==> src/rtl/cpu_pkg.sv <==
// Definitions shared between the program counter and the return-address stack.
// Holds the PC width and the request decode applied to {call, ret}.
package cpu_pkg;

    localparam int PC_W = 16;

    typedef enum logic [1:0] {
        IDLE = 2'b00,
        POP  = 2'b01,
        PUSH = 2'b10,
        SWAP = 2'b11
    } ras_op_t;

    function automatic ras_op_t decode_op(input logic call, input logic ret);
        ras_op_t op;
        unique case ({call, ret})
            2'b10:   op = PUSH;
            2'b01:   op = POP;
            2'b11:   op = SWAP;
            default: op = IDLE;
        endcase
        return op;
    endfunction

endpackage

==> src/rtl/ras_mem.sv <==
// Return-address storage: one synchronous write port and one asynchronous read port.
// Contents are deliberately left unreset.
module ras_mem #(
    parameter int ADDR_W = 16,
    parameter int DEPTH  = 8,
    parameter int PW     = $clog2(DEPTH)
) (
    input  logic              clk,
    input  logic              we,
    input  logic [PW-1:0]     waddr,
    input  logic [ADDR_W-1:0] wdata,
    input  logic [PW-1:0]     raddr,
    output logic [ADDR_W-1:0] rdata
);

    logic [ADDR_W-1:0] mem [DEPTH];

    genvar gi;
    generate
        for (gi = 0; gi < DEPTH; gi++) begin : g_entry
            always_ff @(posedge clk) begin
                if (we && (waddr == PW'(gi))) begin
                    mem[gi] <= wdata;
                end
            end
        end
    endgenerate

    assign rdata = mem[raddr];

endmodule

==> src/rtl/return_address_stack.sv <==
// Circular return-address stack feeding the PC load path: pointer, occupancy
// and sticky error flags; storage lives in ras_mem.
module return_address_stack
    import cpu_pkg::*;
#(
    parameter int ADDR_W = PC_W,
    parameter int DEPTH  = 8
) (
    input  logic                       clk,
    input  logic                       reset,
    input  logic                       call,
    input  logic                       ret,
    input  logic [ADDR_W-1:0]          pc_in,
    input  logic                       clear_err,
    output logic                       pc_load,
    output logic [ADDR_W-1:0]          pc_target,
    output logic                       empty,
    output logic                       full,
    output logic [$clog2(DEPTH):0]     count,
    output logic                       overflow,
    output logic                       underflow
);

    localparam int PW = $clog2(DEPTH);
    localparam int CW = PW + 1;

    ras_op_t           op;
    logic [PW-1:0]     tos;
    logic [PW-1:0]     tos_inc;
    logic [PW-1:0]     tos_dec;
    logic [ADDR_W-1:0] push_val;
    logic [ADDR_W-1:0] top_val;
    logic              mem_we;
    logic [PW-1:0]     mem_waddr;
    logic              ovf_set;
    logic              unf_set;

    assign op       = decode_op(call, ret);
    assign push_val = pc_in + ADDR_W'(1);
    assign tos_inc  = tos + PW'(1);
    assign tos_dec  = tos - PW'(1);

    assign empty = (count == '0);
    assign full  = (count == CW'(DEPTH));

    // A push always lands above the top (overwriting the oldest slot when full);
    // a swap with data present replaces the top in place.
    always_comb begin
        mem_we    = 1'b0;
        mem_waddr = tos;
        if (!reset) begin
            if (op == PUSH) begin
                mem_we    = 1'b1;
                mem_waddr = tos_inc;
            end else if (op == SWAP && !empty) begin
                mem_we    = 1'b1;
                mem_waddr = tos;
            end
        end
    end

    ras_mem #(
        .ADDR_W (ADDR_W),
        .DEPTH  (DEPTH),
        .PW     (PW)
    ) u_mem (
        .clk   (clk),
        .we    (mem_we),
        .waddr (mem_waddr),
        .wdata (push_val),
        .raddr (tos),
        .rdata (top_val)
    );

    assign ovf_set = (op == PUSH) && full;
    assign unf_set = (op == POP) && empty;

    always_ff @(posedge clk or posedge reset) begin
        if (reset) begin
            tos       <= '0;
            count     <= '0;
            pc_load   <= 1'b0;
            pc_target <= '0;
        end else begin
            pc_load <= 1'b0;
            unique case (op)
                PUSH: begin
                    tos <= tos_inc;
                    if (!full) begin
                        count <= count + CW'(1);
                    end
                end
                POP: begin
                    if (!empty) begin
                        pc_target <= top_val;
                        pc_load   <= 1'b1;
                        tos       <= tos_dec;
                        count     <= count - CW'(1);
                    end
                end
                SWAP: begin
                    // With nothing stacked the call's own return address is handed straight back.
                    pc_load   <= 1'b1;
                    pc_target <= empty ? push_val : top_val;
                end
                default: begin
                end
            endcase
        end
    end

    // Setting an error wins over a simultaneous clear.
    always_ff @(posedge clk or posedge reset) begin
        if (reset) begin
            overflow  <= 1'b0;
            underflow <= 1'b0;
        end else begin
            overflow  <= ovf_set | (overflow & ~clear_err);
            underflow <= unf_set | (underflow & ~clear_err);
        end
    end

endmodule
==> config.mk <==
export PLATFORM = sky130hd
export DESIGN_NAME = return_address_stack
export DESIGN_NICKNAME = d
export VERILOG_FILES = /design/src/rtl/cpu_pkg.sv /design/src/rtl/ras_mem.sv /design/src/rtl/return_address_stack.sv
export SDC_FILE = /design/constraint.sdc
export NUM_CORES = 1
export LEC_CHECK = 0
export ABC_AREA = 1
export CAP_MARGIN = 30
export CORE_MARGIN = 10
export CORE_UTILIZATION = 39
export CTS_BUF_LIST = sky130_fd_sc_hd__clkbuf_16
export DETAILED_ROUTE_END_ITERATION = 8
export HOLD_SLACK_MARGIN = 0.06
export PLACE_DENSITY = 0.68
export SYNTH_ARGS = -nofsm -noshare
export SYNTH_HDL_FRONTEND = slang
export SYNTH_SLANG_ARGS = --single-unit
==> constraint.sdc <==
create_clock -name clk -period 6.22 [get_ports clk]
set_input_delay 0.622 -clock clk [delete_from_list [all_inputs] [get_ports clk]]
set_output_delay 0.622 -clock clk [all_outputs]
set_load 0.01 [all_outputs]
==> Word level (Yosys, flattened, before mapping) <==
Memory sizes are Yosys's and may differ from the RTL's.
Index checks and enable logic that the tools add are counted.
{ "word_totals": {"regBits": 26, "latch_bits": 0, "ram_bits": 128, "rom_bits": 0, "input_bits": 21, "out_inout_bits": 25, "word_cells": 112, "mem_count": 1} }
{ "classes": {"addsub": 5, "multipliers": 0, "n_div": 0, "n_lt_le_gt_ge": 0, "n_eq_ne": 16, "n_shift": 0, "muxes": 53, "bitwise_logic": 5, "n_reduce_logical": 26} }
{ "mem_list": {"columns": ["memory", "depth", "width", "read_ports", "rd_clocked_by_memory_dff", "write_ports", "line", "text"], "rows": [
  ["u_mem.mem", 8, 16, 1, 0, 1, "ras_mem.sv:16", "logic [ADDR_W-1:0] mem [DEPTH];"]
]} }
{ "op_table": {"columns": ["operator", "count"], "rows": [
  ["two-way mux 16 bit", 9],
  ["OR reduction 16 bit", 7],
  ["one-hot mux 16 bit (2 select lines)", 1],
  ["two-way mux 3 bit", 10],
  ["two-way mux 1 bit", 27],
  ["adder 16 x 1 -> 16 bit, second input constant", 1],
  ["== test 3 bit, second input constant", 4],
  ["logical AND 1 bit", 11],
  ["== test 2 bit, second input constant", 4],
  ["two-way mux 4 bit", 2],
  ["one-hot mux 4 bit (2 select lines)", 1],
  ["== test 3 x 2 -> 1 bit, second input constant", 2],
  ["one-hot mux 2 bit (3 select lines)", 1],
  ["one-hot mux 3 bit (2 select lines)", 1],
  ["adder 4 x 1 -> 4 bit, second input constant", 1],
  ["== test 2 x 1 -> 1 bit, second input constant", 2],
  ["== test 4 bit, second input constant", 1],
  ["zero test 4 bit", 1],
  ["inequality test 2 bit, second input constant", 2],
  ["AND reduction 2 bit", 2],
  ["nonzero test 2 bit", 2],
  ["subtractor 4 x 1 -> 4 bit, second input constant", 1],
  ["adder 3 x 1 -> 3 bit, second input constant", 1],
  ["== test 3 x 1 -> 1 bit, second input constant", 1],
  ["other kinds (8)", 10]
]} }

==> Logic depth before layout (Yosys ltp) <==
{ "depth": {"ltp_word": 18, "ltp_mapped": 11, "mapped_depth_nobuf": 11} }

==> By module <==
A second synthesis with hierarchy kept.
{ "unflattened": {"hier_cells": 834, "area_unflattened_um2": 7547.2} }
{ "modules_own_cells": {"columns": ["mod", "n_inst", "cells_per_inst", "area_per_inst_um2", "seq_area_each_um2"], "rows": [
  ["ras_mem", 1, 571, 5669.2, 3843.7],
  ["return_address_stack", 1, 263, 1878.1, 650.6]
]} }

==> Least setup slack after synthesis <==
Ideal clock, no wire load.
{ "synth_path": {"kind": "in2reg", "startpoint": "input reset", "endpoint": "memory u_mem.mem[0][0] (enable)", "setup_time_ns": 0.389, "arrival_ns": 2.514, "t_required_ns": 5.831, "path_slack_ns": 3.318, "stages": 5, "n_path_buf": 0, "cell_sequence": "inv_1 nand2_2 o21ai_1 nand4_1 nor2_1"} }
{ "synth_via": {"elab_chain_len": 13, "word_cells_on_any_way": 55, "classes_between": "eq/ne: 7; mux: 32; reduce/logical: 16"} }
{ "synth_lines": {"columns": ["item", "line", "text"], "rows": [
  ["start, declared", "return_address_stack.sv:10", "input logic reset,"],
  ["two-way mux 3 bit", "return_address_stack.sv:51", "if (!reset) begin"],
  ["== test 3 x 1 -> 1 bit", "ras_mem.sv:22", "if (we && (waddr == PW'(gi))) begin"],
  ["logical AND 1 bit", "ras_mem.sv:22", null],
  ["two-way mux 1 bit", "ras_mem.sv:22", null],
  ["two-way mux 1 bit (not written as such)", "ras_mem.sv:23", "mem[gi] <= wdata;"],
  ["OR reduction 16 bit (no line)", null, null],
  ["two-way mux 3 bit (no line) / two-way mux 1 bit (equally long branches) (7 in a row)", null, null],
  ["end, declared", "ras_mem.sv:16", null]
]} }
Parallel ways exist; a longest one is shown, timed or not.

==> Worst setup path after layout <==
{ "layout_path": {"startpoint": "register tos[0]", "endpoint": "memory u_mem.mem[2][9] (enable)"} }
{ "layout_via": {"elab_chain_len": 15, "word_cells_on_any_way": 56, "classes_between": "add/sub: 1; eq/ne: 7; mux: 32; reduce/logical: 16"} }
{ "layout_lines": {"columns": ["item", "line", "text"], "rows": [
  ["start, declared", "return_address_stack.sv:28", "logic [PW-1:0] tos;"],
  ["start signal, assigned", "return_address_stack.sv:88", "tos <= tos_inc;"],
  ["start signal, assigned", "return_address_stack.sv:97", "tos <= tos_dec;"],
  ["adder 3 x 1 -> 3 bit", "return_address_stack.sv:40", "assign tos_inc = tos + PW'(1);"],
  ["two-way mux 3 bit", "return_address_stack.sv:52", "if (op == PUSH) begin"],
  ["two-way mux 3 bit *", "return_address_stack.sv:51", null],
  ["== test 3 x 1 -> 1 bit", "ras_mem.sv:22", null],
  ["logical AND 1 bit", "ras_mem.sv:22", null],
  ["two-way mux 1 bit", "ras_mem.sv:22", null],
  ["two-way mux 1 bit (not written as such)", "ras_mem.sv:23", null],
  ["OR reduction 16 bit (no line)", null, null],
  ["two-way mux 3 bit (no line) / two-way mux 1 bit (equally long branches) (7 in a row)", null, null]
]} }
Every way passes the cells marked *; elsewhere a longest branch is shown, timed or not.

==> impl_metrics.ini <==
[power]
leakagePower_nw = 3.22
peakVddDrop_mv = 0.194
power.total_mw = 3.67
power.density_nw_per_um2 = 447

[sta]
whs_ns = 0.487
fin_tns_setup_ns = 0
worstMarginPinSlew_ns = 1.01
fin_skew_ns = 0.00729
max_freq_mhz = 329
fin_crit_ns = 3.04
setup_viol = 0
final-hold-violation-count = 0
drv_slew = 0
fin_crit_sh = 0.489
slew_headroom = 0.321
rsz0062_at_grt = no

[clock_network]
clkTransAtPathRegs_ns = 0.06
cts_hold_buf = 0
insertion_delay_ns = 0.43
root_buffer = clkbuf_16
cts_buffer_depth = 2
cts_tree = yes
cts_resized = 0
htree_levels = 4
cts.sinks = 154
postCtsSetupBuffers = 0
numCtsBuffers = 17

[drt]
vias = 4992
drt-initial-drc-count = 648
drtAntennaViolNets = 0
drt-total-wl_mm = 18.3
drt_pass1_iterations = 5
drc = 0
wl_per_cell_um = 19.4
via_per_inst = 5.28

[logic_synthesis]
yosys_warnings = 0
avgSynthCellArea_um2 = 10.5
yosysSeqAreaShare = 0.651
synth_flop_cell = edfxtp_1
synth_compound_area_frac = 0.0343
synthAdderAreaFrac = 0.00725
synth.area.mux_share = 0
syn_area_um2 = 6900
synth-simple-area-share = 0.241
syn_inst = 658
synth_edf_count = 128
synth-xor-area-share = 0.0178
synth.distinct_cells = 36
async_flop_share = 0.169
synth-seq-cells = 154
syn_nets = 683
synth_top_family_by_area = simple AND/OR/NAND/NOR gates

[floorplan]
die_h_um = 153
rows = 48
io_pins = 46
die_x_um = 153
dieArea_um2 = 23400
core_area_um2 = 17300
initial_core_util = 0.399

[finish]
stdcell_count = 946
most-common-layout-cells = nand2_1, edfxtp_1, nand3_1, nor2_1, clkdlybuf4s50_1
finish.utilization = 0.475
antenna_cells = 0
final_common_cell = nand2_1
area_growth_pct = 19.1
drive_above_1_share = 0.0860
fin_nets = 733

[place]
dpl.cell_count = 914
gp_congestion = 0.942
dp_hpwl_mm = 12.2
portBuffers = 45

[global_routing]
overflow = 0
grt_start_max_net_pins = 70
grt_usage = 0.155
grt_pass1_vias = 4739
antenna_found_initial = 0
grt_pass1_wl_mm = 27.8

[worst_setup_path]
crit_path_start_kind = flop
crit_type = reg2reg
cp_common_cell = buf_4
end_kind = flop
path_max_fanout = 69
cp_cell_sequence = buf_4 -> inv_2 -> buf_4 -> ha_1 -> o21ai_1 -> inv_1 -> nand2_1 -> nor2_1 -> buf_6
cp_slowest_cell = buf_4
critical_path.max_stage_delay_ns = 0.57
required_ns = 6.35
cp.arrival_ns = 3.18

[flow_run]
max-cap-violations = 0

[status]
status = complete, no violations

[worst_hold_path]
hold_path_class = reg2reg
==> worst paths after layout <==
path	cells past startpoint	startpoint	slack, ns	to
max in group asynchronous	3	reset	5.30	tos[0]$_DFFE_PP0P_
worst min register to register	2	pc_target[0]$_DFFE_PP0P_	0.49	pc_target[0]$_DFFE_PP0P_
worst max-delay path	9	tos[0]$_DFFE_PP0P_	3.18	u_mem.mem[2][9]$_DFFE_PP_
worst min-delay path	2	pc_target[0]$_DFFE_PP0P_	0.49	pc_target[0]$_DFFE_PP0P_
worst max register to register	9	tos[0]$_DFFE_PP0P_	3.18	u_mem.mem[2][9]$_DFFE_PP_
min in group asynchronous	3	reset	0.60	overflow$_DFF_PP0_
==> layout make-up <==
| class | count | area [um^2] |
|---|---|---|
| multi-input cells | 434 | 2070 |
| clock buffers | 17 | 425 |
| repair buffers | 58 | 572 |
| fillers | 1603 | 9080 |
| inverters | 43 | 169 |
| well taps | 225 | 282 |
| flip-flops and latches | 154 | 4500 |
| clock inverters | 15 | 208 |
==> metrics by stage <==
step	area (um^2)	setup slack, ns
finish	8220	3.18
global route	8220	2.95
CTS	8220	3.18
detailed placement	7590	3.03
global placement	7530	2.72
floorplan	6900	3.32
==> per-layer routing <==
| layer | wire length [um] | track usage | up-vias | share of wire |
|---|---|---|---|---|
| li1 | - | - | 2338 | - |
| met1 | 8080 | 0.211 | 2376 | 0.44 |
| met2 | 8060 | 0.227 | 253 | 0.44 |
| met3 | 1730 | 0.0469 | 25 | 0.094 |
| met4 | 444 | 0.0572 | 0 | 0.024 |
| met5 | 0 | 0 | - | 0 |
==> power by group <==
| part | leakage (nW) | internal [mW] | switching (mW) |
|---|---|---|---|
| clock | 0.309 | 0.705 | 0.396 |
| sequential | 1.47 | 1.27 | 0.0962 |
| combinational | 1.44 | 0.435 | 0.775 |
| total | 3.22 | 2.41 | 1.27 |
==> cells in the mapped netlist (3+ instances only) <==
cell type	number	share of area
o21ai_0	24	0.017
nor2_1	61	0.033
edfxtp_1	128	0.56
clkbuf_1	6	0.0033
xor2_1	11	0.014
inv_4	3	0.0027
inv_1	38	0.021
nand2_4	4	0.0065
a21oi_1	10	0.0073
dfrtp_1	26	0.094
nand3_1	105	0.076
nand3_2	4	0.0058
buf_2	13	0.0094
ha_1	4	0.0073
nand2_1	182	0.099
nand4_1	8	0.0073
xnor2_1	3	0.0038
o21ai_1	7	0.0051
==> logic make-up (layout without fill, tap and decap cells) <==
kind of cell / after synthesis / after routing
simple gates: 371 / 371
flops: 154 / 154
buf+inv: 70 / 133
compound gates: 45 / 45
xor+xnor: 14 / 14
fa+ha+maj: 4 / 4
==> worst max-delay path: cells and delay by family, from the launching register on <==
kind / cells / cell delay [ns]
flops: 1 / 0.34
fa+ha+maj: 1 / 0.43
simple gates: 2 / 0.55
compound gates: 1 / 0.12
buf+inv: 5 / 1.26
==> registers in the layout, summed over array words and instances (netlist names) <==
register	cells
tos	3
u_mem.mem	128
pc_load	1
pc_target	16
count	4
underflow	1
overflow	1
No activity file was read; power rests on OpenSTA's default activity.
